$ cat src/rtl/piso_pkg.sv
// Shared types and sizing helpers for the piso_tx serial transmitter.
// Frame length grows by one parity bit when PISO_PARITY_EN is defined.
package piso_pkg;

   typedef enum logic {
      IDLE  = 1'b0,
      SHIFT = 1'b1
   } state_t;

   function automatic int frame_len(input int width);
`ifdef PISO_PARITY_EN
      return width + 1;
`else
      return width;
`endif
   endfunction

   function automatic int cnt_width(input int flen);
      return $clog2(flen + 1);
   endfunction

endpackage

$ cat src/rtl/piso_tx.sv
// Parallel-in serial-out transmitter: MSB-first, one bit per clk, with valid/last strobes.
// Optional even-parity trailer bit enabled by macro PISO_PARITY_EN.
//
// state | meaning
// IDLE  | no frame on the line, so/so_valid/so_last held at 0
// SHIFT | so carries a frame bit; cnt counts bits still to follow
module piso_tx
   import piso_pkg::*;
#(
   parameter int WIDTH = 4
) (
   input  logic             clk,
   input  logic             clr,
   input  logic [WIDTH-1:0] pi,
   input  logic             load_valid,
   output logic             load_ready,
   output logic             so,
   output logic             so_valid,
   output logic             so_last,
   output logic             busy
);

   localparam int FRAME_LEN = frame_len(WIDTH);
   localparam int CW        = cnt_width(FRAME_LEN);

   state_t           state_q, state_d;
   logic [WIDTH-1:0] sreg_q, sreg_d;
   logic [CW-1:0]    cnt_q, cnt_d;
   logic             so_q, so_d;
   logic             so_valid_q, so_valid_d;
   logic             so_last_q, so_last_d;
   logic             accept;
`ifdef PISO_PARITY_EN
   logic             parity_q, parity_d;
`endif

   // A new word may be taken while the final bit of the current frame is on the line.
   assign load_ready = (state_q == IDLE) || (so_valid_q && so_last_q);
   assign accept     = load_valid && load_ready;

   always_comb begin
      state_d    = state_q;
      sreg_d     = sreg_q;
      cnt_d      = cnt_q;
      so_d       = so_q;
      so_valid_d = so_valid_q;
      so_last_d  = so_last_q;
`ifdef PISO_PARITY_EN
      parity_d   = parity_q;
`endif
      if (accept) begin
         state_d    = SHIFT;
         so_d       = pi[WIDTH-1];
         sreg_d     = pi << 1;
         cnt_d      = CW'(FRAME_LEN - 1);
         so_valid_d = 1'b1;
         so_last_d  = (FRAME_LEN == 1);
`ifdef PISO_PARITY_EN
         parity_d   = ^pi;
`endif
      end else if (state_q == SHIFT) begin
         if (cnt_q != '0) begin
`ifdef PISO_PARITY_EN
            so_d      = (cnt_q == CW'(1)) ? parity_q : sreg_q[WIDTH-1];
`else
            so_d      = sreg_q[WIDTH-1];
`endif
            sreg_d    = sreg_q << 1;
            cnt_d     = cnt_q - CW'(1);
            so_last_d = (cnt_q == CW'(1));
         end else begin
            state_d    = IDLE;
            so_d       = 1'b0;
            so_valid_d = 1'b0;
            so_last_d  = 1'b0;
         end
      end
   end

   always_ff @(posedge clk) begin
      if (clr) begin
         state_q    <= IDLE;
         sreg_q     <= '0;
         cnt_q      <= '0;
         so_q       <= 1'b0;
         so_valid_q <= 1'b0;
         so_last_q  <= 1'b0;
`ifdef PISO_PARITY_EN
         parity_q   <= 1'b0;
`endif
      end else begin
         state_q    <= state_d;
         sreg_q     <= sreg_d;
         cnt_q      <= cnt_d;
         so_q       <= so_d;
         so_valid_q <= so_valid_d;
         so_last_q  <= so_last_d;
`ifdef PISO_PARITY_EN
         parity_q   <= parity_d;
`endif
      end
   end

   assign so       = so_q;
   assign so_valid = so_valid_q;
   assign so_last  = so_last_q;
   assign busy     = so_valid_q;

endmodule

$ cat config.mk
export PLATFORM = sky130hd
export DESIGN_NAME = piso_tx
export DESIGN_NICKNAME = d
export VERILOG_FILES = /design/src/rtl/piso_pkg.sv /design/src/rtl/piso_tx.sv
export SDC_FILE = /design/constraint.sdc
export NUM_CORES = 1
export LEC_CHECK = 0
export ABC_AREA = 1
export BUFFER_PORTS_ARGS = -buffer_cell sky130_fd_sc_hd__buf_4
export CAP_MARGIN = 20
export CORE_AREA = 8 8 51 53
export DETAILED_ROUTE_END_ITERATION = 6
export DIE_AREA = 0 0 59 61
export PLACE_DENSITY = 0.61
export SLEW_MARGIN = 5
export SYNTH_ARGS = -nofsm -noshare
export SYNTH_HDL_FRONTEND = slang
export SYNTH_SLANG_ARGS = --single-unit
$ cat constraint.sdc
create_clock -name clk -period 1.5 [get_ports clk]
set_clock_uncertainty 0.1 [all_clocks]
set_input_delay 0.075 -clock clk [delete_from_list [all_inputs] [get_ports clk]]
set_output_delay 0.075 -clock clk [all_outputs]
set_load 0.05 [all_outputs]
==> flow_summary_export.csv <==
group,metric,value,unit
worst_setup_path,path_max_fanout,7,
cells_and_area,final_util,41.2,%
clocking,cts_inserted_buffers,3,
placed_design,dp_hpwl,893,microns
synthesis,synth_edf_count,0,
die,num_rows,16,
clocking,cts_root_buf,"clkbuf_4",
power,p_per_area,1000,mW/mm^2
cells_and_area,n_antenna_cell,0,
synthesis,ys_ff_latch,10,
worst_setup_path,slowest_stage,"dfxtp_1",
sta,finalHoldViolations,0,
route,num_vias,515,
worst_setup_path,critical_path_required,1.57,ns
worst_setup_path,end_kind,"flip-flop",
synthesis,syn-num-nets,86,
placed_design,portBuffers,11,
sta,period_needed,1.31,ns
die,fp.dieW,59,microns
synthesis,ys_warn_count,0,
global_route,grt_max_degree,10,
route,dr.pass1.iters,4,
clocking,htree_levels,1,
sta,max_freq,764,MHz
worst_hold_path,hp-class,"in -> reg",
route,drc_errors,0,
die,core-area,0.00184,sq mm
worst_setup_path,critPathMaxStageDelay,0.36,ns
job,maxCapViolCount,0,
synthesis,async_flop_share,0,%
run_status,outcome,"finished clean",
worst_setup_path,r2r_start,"cnt_q[0]",
route,ant_nets,0,
synthesis,ys.flop_type,"dfxtp_1",
worst_setup_path,start_kind,"flip-flop",
worst_setup_path,cp.arrival,1.38,ns
sta,tightestPinTransition,0.234,ns
power,power_leakage,0.363,nW
global_route,gr-usage-all-layers,7.79,%
clocking,clkSlewWorstSetupHoldPaths,0.07,ns
synthesis,synth_area_leader_cell,"dfxtp_1",
clocking,cts_tree,"yes",
power,peakVddDrop,0.299,mV
cells_and_area,drive_gt1_share,33.0,%
route,drt-initial-drc-count,9,
synthesis,yosysSeqAreaShare,33.1,%
route,wire_per_inst,10.5,microns
synthesis,synthCells,76,
clocking,post_cts_buffers,0,
sta,slew_violations,0,
die,start_util,32.9,%
synthesis,netlist_area,606,sq um
sta,rsz0062_at_grt,"false",
die,die_y,61,microns
die,dieArea,0.00360,sq mm
synthesis,synth_top_area_share,33.1,%
worst_setup_path,path_cells,"inv_1 -> ha_1 -> nand2_4 -> nand2_4 -> nand2_1 -> nand3_1 -> nand2_1 -> inv_1",
sta,setup_tns,0,ns
synthesis,synth.avg_cell_area,7.97,sq um
clocking,cts.sinks,10,
global_route,grt_pass1_wl,2120,microns
placed_design,routabilityCongestion,0.763,
sta,finalCritPeriodShare,87.3,%
route,wl,1230,microns
die,io_pins,12,
synthesis,synth.most_common_cell,"nand2_1",
sta,slew_headroom,84.4,%
route,vias_per_cell,4.36,
global_route,grt-ovfl-total,0,
synthesis,synth_common_cells,"15 x nand2_1, 11 x inv_1, 10 x dfxtp_1, 10 x nand3_1, 5 x a21oi_2",
worst_setup_path,critical_path_class,"reg -> reg",
global_route,antenna_found_initial,0,
worst_hold_path,worstHoldStart,"pi[3]",
clocking,insertion_delay,0.27,ns
worst_setup_path,crit_path_start,"cnt_q[0]",
clocking,cts_max_path_buffers,2,
cells_and_area,finalNetCount,102,
global_route,grt_pass1_vias,481,
sta,finalSetupViolations,0,
synthesis,synth_cell_types,18,
synthesis,synthTopCellsByArea,"dfxtp_1 33%, nand2_1 9.3%, nand3_1 8.3%, a21oi_2 7.2%, inv_1 6.8%",
cells_and_area,syn_to_final_growth,25.4,%
==> through the flow <==
stage | setup slack, ns | area, sq um | instances | hold slack, ns | total power, mW
6_report | 0.190 | 759 | 118 | 0.0300 | 0.763
5_1_grt | 0.0752 | 759 | 118 | 0.0623 | 0.809
4_1_cts | 0.193 | 759 | 118 | 0.0259 | 0.772
3_5_place_dp | 0.216 | 703 | 112 | 0.189 | 0.512
3_3_place_gp | 0.258 | 703 | 112 | 0.181 | 0.508
2_1_floorplan | 0.0457 | 606 | 76 | 0.0374 | 0.467
==> kinds of logic after synthesis <==
family                   synth area share, %
AO/OA/AOI/OAI                           10.5
buffers and inverters                   12.4
adder cells (fa/ha/maj)                 6.20
AND/OR/NAND/NOR                         37.8
flip-flops                              33.1
==> where the power goes <==
group | internal (mW) | leakage [nW] | total [mW] | switching, mW
clock | 0.147 | 0.0210 | 0.253 | 0.106
sequential | 0.287 | 0.0826 | 0.303 | 0.0163
combinational | 0.0782 | 0.259 | 0.207 | 0.128
==> layout by cell type (no fill, tap or decap) <==
cell and n:
nand3_1 10, clkbuf_8 1, dlygate4sd3_1 2, clkbuf_4 3
inv_2 2, nand2_2 1, nand3_2 2, ha_1 3
o21ai_0 1, nor2_1 3, nand2_4 2, inv_1 11
a21oi_1 2, dfxtp_1 10, a21oi_2 5, buf_4 12
nand2_1 15, o21ai_1 1, nand2_8 2, nand3b_1 3
==> worst paths after layout <==
| check | end | slack [ns] | cells after the start |
|---|---|---|---|
| min | so | 0.03 | 5 |
| max reg2reg | sreg_q[2] | 0.19 | 8 |
| min reg2reg | sreg_q[1] | 0.38 | 2 |
| max | sreg_q[2] | 0.19 | 8 |
==> state kept, by name, summed over array words and instances, names as in the netlist <==
name	count
busy	1
so_last	1
cnt_q	3
sreg_q	3
so	1
state_q	1
==> layout make-up <==
cell class                      count  area (sq um)
Inverter                           13          48.8
Timing Repair Buffer               14           110
Sequential cell                    10           200
Clock buffer                        4          36.3
Multi-Input combinational cell     50           330
Fill cell                         210          1080
Tap cell                           27          33.8
==> worst max-delay path, delay by kind of cell (launching register included) <==
kind | cells | cell delay [ns]
simple gates | 5 | 0.40
flops | 1 | 0.36
buf+inv | 2 | 0.12
fa+ha+maj | 1 | 0.23
==> per-layer routing <==
metal / share of wire (%) / routed length (microns) / up-vias / track usage, %
met5: 0 / 0 / - / 0
met4: 0 / 0 / 0 / 7.17
met3: 4.7 / 58 / 0 / 1.69
met2: 51 / 633 / 10 / 11.8
met1: 44 / 542 / 237 / 8.92
li1: - / - / 268 / -
==> repair_timing <==
item | in CTS | in global routing
endpoints found under the hold margin | 4 | 0
resized for setup | 0 | 0
hold buffers | 2 | 0
Note: power is estimated with default switching activity, not from simulation.
